$ cat src/rtl/dec_gpr_ctx_ctl.sv
// GPR bank context controller: saves one register-file bank out to a stream
// or restores it from a stream, moving x1..x31 and never touching x0.
module dec_gpr_ctx_ctl #(
    parameter int GPR_BANKS      = 1,
    parameter int GPR_BANKS_LOG2 = 1
) (
    input  logic                      clk,
    input  logic                      rst_l,

    input  logic                      save_req,
    input  logic                      restore_req,
    input  logic [GPR_BANKS_LOG2-1:0] req_bank,
    input  logic                      abort,
    output logic                      busy,
    output logic                      done,
    output logic                      err,

    output logic                      gpr_wen_bank_id,
    output logic [GPR_BANKS_LOG2-1:0] gpr_wr_bank_id,
    output logic                      gpr_rden,
    output logic [4:0]                gpr_raddr,
    input  logic [31:0]               gpr_rdata,
    output logic                      gpr_wen,
    output logic [4:0]                gpr_waddr,
    output logic [31:0]               gpr_wdata,

    output logic                      so_valid,
    input  logic                      so_ready,
    output logic [31:0]               so_data,
    output logic                      so_last,

    input  logic                      si_valid,
    output logic                      si_ready,
    input  logic [31:0]               si_data,
    input  logic                      si_last,

    output logic [2:0]                state_dbg
);

    // Streams use valid/ready: a beat transfers on a rising edge where both are
    // high; the producer holds data/last stable while valid=1 and ready=0.

    localparam logic [2:0] ST_IDLE    = 3'd0;
    localparam logic [2:0] ST_BANKSEL = 3'd1;
    localparam logic [2:0] ST_SAVE    = 3'd2;
    localparam logic [2:0] ST_RESTORE = 3'd3;
    localparam logic [2:0] ST_FIN     = 3'd4;

    localparam logic [4:0] IDX_FIRST = 5'd1;
    localparam logic [4:0] IDX_LAST  = 5'd31;

    if (GPR_BANKS > (1 << GPR_BANKS_LOG2)) begin : g_bank_width_chk
        $error("GPR_BANKS does not fit in GPR_BANKS_LOG2 bits");
    end

    logic [2:0]                state_q, state_d;
    logic [4:0]                idx_q, idx_d;
    logic [GPR_BANKS_LOG2-1:0] bank_q, bank_d;
    logic                      err_q, err_d;
    logic                      save_mode_q, save_mode_d;

    logic so_hs;
    logic si_hs;
    logic at_last;

    assign so_hs   = (state_q == ST_SAVE) && so_ready;
    assign si_hs   = (state_q == ST_RESTORE) && si_valid;
    assign at_last = (idx_q == IDX_LAST);

    always_comb begin
        state_d     = state_q;
        idx_d       = idx_q;
        bank_d      = bank_q;
        err_d       = err_q;
        save_mode_d = save_mode_q;

        case (state_q)
            ST_IDLE: begin
                // Save wins when both requests arrive together.
                if (save_req || restore_req) begin
                    state_d     = ST_BANKSEL;
                    save_mode_d = save_req;
                    bank_d      = req_bank;
                    err_d       = 1'b0;
                    idx_d       = IDX_FIRST;
                end
            end

            ST_BANKSEL: begin
                state_d = save_mode_q ? ST_SAVE : ST_RESTORE;
                if (abort) begin
                    err_d   = 1'b1;
                    state_d = ST_FIN;
                end
            end

            ST_SAVE: begin
                if (so_hs) begin
                    if (at_last) begin
                        state_d = ST_FIN;
                    end else begin
                        idx_d = idx_q + 5'd1;
                    end
                end
                if (abort) begin
                    err_d   = 1'b1;
                    state_d = ST_FIN;
                end
            end

            ST_RESTORE: begin
                // A beat is always written; last-marker disagreement with the
                // index only flags the error and ends the transfer.
                if (si_hs) begin
                    if (at_last) begin
                        state_d = ST_FIN;
                        if (!si_last) begin
                            err_d = 1'b1;
                        end
                    end else begin
                        idx_d = idx_q + 5'd1;
                        if (si_last) begin
                            err_d   = 1'b1;
                            state_d = ST_FIN;
                        end
                    end
                end
                if (abort) begin
                    err_d   = 1'b1;
                    state_d = ST_FIN;
                end
            end

            ST_FIN: begin
                state_d = ST_IDLE;
            end

            default: begin
                state_d = ST_IDLE;
            end
        endcase
    end

    always_ff @(posedge clk or negedge rst_l) begin
        if (!rst_l) begin
            state_q     <= ST_IDLE;
            idx_q       <= 5'd0;
            bank_q      <= '0;
            err_q       <= 1'b0;
            save_mode_q <= 1'b0;
        end else begin
            state_q     <= state_d;
            idx_q       <= idx_d;
            bank_q      <= bank_d;
            err_q       <= err_d;
            save_mode_q <= save_mode_d;
        end
    end

    // Outputs decode from registered state only, so reset clears them at once.
    always_comb begin
        busy            = (state_q != ST_IDLE);
        done            = (state_q == ST_FIN);
        err             = err_q;
        gpr_wen_bank_id = 1'b0;
        gpr_wr_bank_id  = '0;
        gpr_rden        = 1'b0;
        gpr_raddr       = 5'd0;
        gpr_wen         = 1'b0;
        gpr_waddr       = 5'd0;
        gpr_wdata       = 32'd0;
        so_valid        = 1'b0;
        so_data         = 32'd0;
        so_last         = 1'b0;
        si_ready        = 1'b0;

        case (state_q)
            ST_BANKSEL: begin
                gpr_wen_bank_id = 1'b1;
                gpr_wr_bank_id  = bank_q;
            end
            ST_SAVE: begin
                gpr_rden  = 1'b1;
                gpr_raddr = idx_q;
                so_valid  = 1'b1;
                so_data   = gpr_rdata;
                so_last   = at_last;
            end
            ST_RESTORE: begin
                si_ready = 1'b1;
                if (si_valid) begin
                    gpr_wen   = 1'b1;
                    gpr_waddr = idx_q;
                    gpr_wdata = si_data;
                end
            end
            default: begin
            end
        endcase
    end

    assign state_dbg = state_q;

endmodule

$ cat config.mk
export PLATFORM = sky130hd
export DESIGN_NAME = dec_gpr_ctx_ctl
export DESIGN_NICKNAME = d
export VERILOG_FILES = /design/src/rtl/dec_gpr_ctx_ctl.sv
export SDC_FILE = /design/constraint.sdc
export NUM_CORES = 1
export LEC_CHECK = 0
export BUFFER_PORTS_ARGS = -buffer_cell sky130_fd_sc_hd__buf_2
export CORE_MARGIN = 4
export CORE_UTILIZATION = 34
export DETAILED_ROUTE_END_ITERATION = 8
export MAX_ROUTING_LAYER = met4
export PLACE_DENSITY_LB_ADDON = 0.05
export SLEW_MARGIN = 20
export SYNTH_ARGS = -nofsm -noshare
export SYNTH_HDL_FRONTEND = slang
export SYNTH_SLANG_ARGS = --single-unit
$ cat constraint.sdc
create_clock -name clk -period 4.8 [get_ports clk]
set_input_delay 0.96 -clock clk [delete_from_list [all_inputs] [get_ports clk]]
set_output_delay 0.96 -clock clk [all_outputs]
set_load 0.005 [all_outputs]
==> impl_results.md <==
* Slew headroom at 30.6%
* Sequential-to-total area share from yosys stat at 23.1%
* Slew Viols, Final at 0
* FMAX at 0.322 GHz
* Die Height at 67.2 microns
* Detail Route Antenna Nets at 0
* Critical Path Sink Type: output port
* Worst Path Required at 3.84 ns
* Iter 0 DRT Violations at 108
* Hold_buf cts at 0
* Pleak at 1.43 nW
* # nets final at 387
* Slowest cell on the critical path: and2b_1
* Drt wl/cell at 13.9 microns
* Unrepaired setup endpoints after global routing: no
* Peak supply drop at 161 uV
* Synthesized Nets at 237
* Period utilization at 64.8%
* First-pass GRT wire length at 7250 microns
* FFs w/ async S/R, synth at 100%
* Total number of yosys warnings at 0
* Vias/cell at 4.74
* Final hold violations at 0
* Hold Startpoint: bank_q$_DFFE_PN0P_
* Final non-filler cell total at 356
* Fin util at 59.9%
* I/O pin cnt at 160
* Row count at 21
* Reg clk slew, reported paths at 0.07 ns
* Area delta synth->final at 68.9%
* EDFF count, synth at 0
* ANT cells at 0
* Via count at 1,686
* Gr ovfl total at 0
* Mapped cell area at 1190 sq um
* Mapped Cells at 161
* Dpl cells at 352
* Reg2reg setup slack at 2.46 ns
* Synth Area in XOR/XNOR at 0%
* Vias in the first global route at 1,547
* DRC at 0
* CP cell instances: and2b_1, and3_1, buf_2
* Synthesized-area fraction occupied by adder cells at 3.15%
* Run status: finished clean
* Simple logic cell fraction of the synthesized area at 55.6%
* Number of library cell types mapped by synthesis at 28
* Yosys reg bits at 11
* Worst stage delay on the critical path at 0.88 ns
* CP Data Arrival Time at 2.15 ns
* Critical R2R Launch: state_dbg[1]$_DFFE_PN0P_
* Setup violations, final at 0
* TritonRoute pass-1 iters at 4
* # fillers at 342
* Most frequent cells in the layout: buf_2, and3_1, and2_1, dfrtp_1, nand2_1
* CTS sink cnt at 11
* Type of origin of the critical path: flop
* H-Tree Depth at 1
* Final HPWL DP at 4150 microns
* Port Buffers at 159
* Primary FF master, synth: dfrtp_1
* FF-to-FF End: state_dbg[0]$_DFFE_PN0P_
* Final Critical Period at 3.11 ns
* Crit path kind: reg2out
* R2R depth at 4
* Later-pin clock latency in the skew report at 0.27 ns
* Die ar. at 4520 sq um
* Core box area at 3360 sq um
* Mux share of post-synthesis cell area at 3.46%
* Initial antenna violation count at 0
* CTS Buffer Depth at 2
* Worst hold path type: reg2reg
* Hold EP: bank_q$_DFFE_PN0P_
* CTS tree: built
* Critical Path Fanout Max at 43
* Die outline width at 67.2 microns
* Post-CTS sizing at 0
* Synth Area in Compound Gates at 7.97%
* Total clock buffers created by CTS at 3
* Worst slew pin tran at 1.04 ns
* Hold depth at 1
* Setup TNS at 0 ns
* Final GP Congestion at 0.803
* Total power at 0.000666 W
* Initial Utilization at 35.5%
* Root buffer cell: clkbuf_4
* DRT Wirelength at 4960 microns
* PD cells at 330 nW/um^2
* Share of layout cells above drive strength 1 at 54.2%
* Commonest non-fill, non-tap cell in the layout: buf_2
* Largest net degree at the start of global routing at 44
* Setup Skew at 0.00521 ns
* Main combinational cell family by area after synthesis: simple AND/OR/NAND/NOR gates
* Max Cap Viol at 0
* Avg Inst Size Synth at 7.41 sq um
* # Post-CTS Setup Buffers at 0
* GRT Util Overall at 21.3%
-- power breakdown --
group | internal [W] | switching [W] | total (W) | leakage [nW]
sequential | 0.000127 | 0.0000598 | 0.000187 | 0.138
clock | 0.0000321 | 0.0000303 | 0.0000624 | 0.0150
combinational | 0.000194 | 0.000223 | 0.000416 | 1.27
total | 0.000353 | 0.000313 | 0.000666 | 1.43
-- synth_stat cells, drive strengths merged, types with 2 or more instances --
cell	count	share of area [%]
nand3	5	2.1
nor3	7	3.9
and2	37	19
buf	3	1.7
nand2	9	2.8
a21oi	3	1.3
ha	3	3.1
o21ai	5	2.1
nor2	7	2.2
mux2i	3	2.5
dfrtp	11	23
a22o	2	1.5
and3	41	22
clkbuf	12	3.8
inv	4	1.3
-- worst max-delay path: cells and delay by family, from the launching register on --
family / cells / cell delay [ns]
buffers and inverters: 1 / 0.12
DFF: 1 / 0.60
and+or+nand+nor: 2 / 1.15
-- sequential cells by signal, indices dropped and copies added (netlist names) --
| name | flops |
|---|---|
| idx_q | 5 |
| bank_q | 1 |
| state_dbg | 3 |
| save_mode_q | 1 |
| err | 1 |
-- worst max path at each step --
stage                        startpoint            to  depth (start not counted)
5_1_grt        state_dbg[1]$_DFFE_PN0P_  gpr_raddr[2]                          3
2_1_floorplan                  si_valid  gpr_wdata[0]                          5
3_3_place_gp   state_dbg[1]$_DFFE_PN0P_   so_data[18]                          3
3_5_place_dp   state_dbg[1]$_DFFE_PN0P_   so_data[27]                          3
6_report       state_dbg[1]$_DFFE_PN0P_   so_data[27]                          3
4_1_cts        state_dbg[1]$_DFFE_PN0P_   so_data[27]                          3
-- per-layer routing --
layer / GRT usage (%) / wire length [microns]
met5: - / 0
met4: 9.37 / 150
met3: 0.998 / 336
met2: 36.3 / 2610
met1: 26.0 / 1860
-- stage by stage --
step / area, sq um / setup WS (ns) / hold slack [ns]
final: 2010 / 1.69 / 0.494
after global routing: 2010 / 1.50 / 0.530
after CTS: 2010 / 1.71 / 0.504
after detailed placement: 1990 / 2.02 / 0.487
after global placement: 1990 / 2.03 / 0.482
after floorplan: 1190 / 2.15 / 0.450
-- cell families (layout without fill, tap and decap cells) --
kind of cell / after synthesis / count (layout)
adder cells (fa/ha/maj): 3 / 3
AO/OA/AOI/OAI: 13 / 13
multiplexers: 4 / 4
buffers and inverters: 19 / 168
AND/OR/NAND/NOR: 111 / 111
flip-flops: 11 / 11
-- layout make-up --
type / instances / area [sq um] / share of cell area, %
inverters: 4 / 15.0 / 0.745
well taps: 46 / 57.6 / 2.86
flip-flops and latches: 11 / 275 / 13.7
clock buffers: 4 / 26.3 / 1.30
multi-input cells: 131 / 837 / 41.6
repair buffers: 160 / 803 / 39.9
Note: power is estimated with default switching activity, not from simulation.
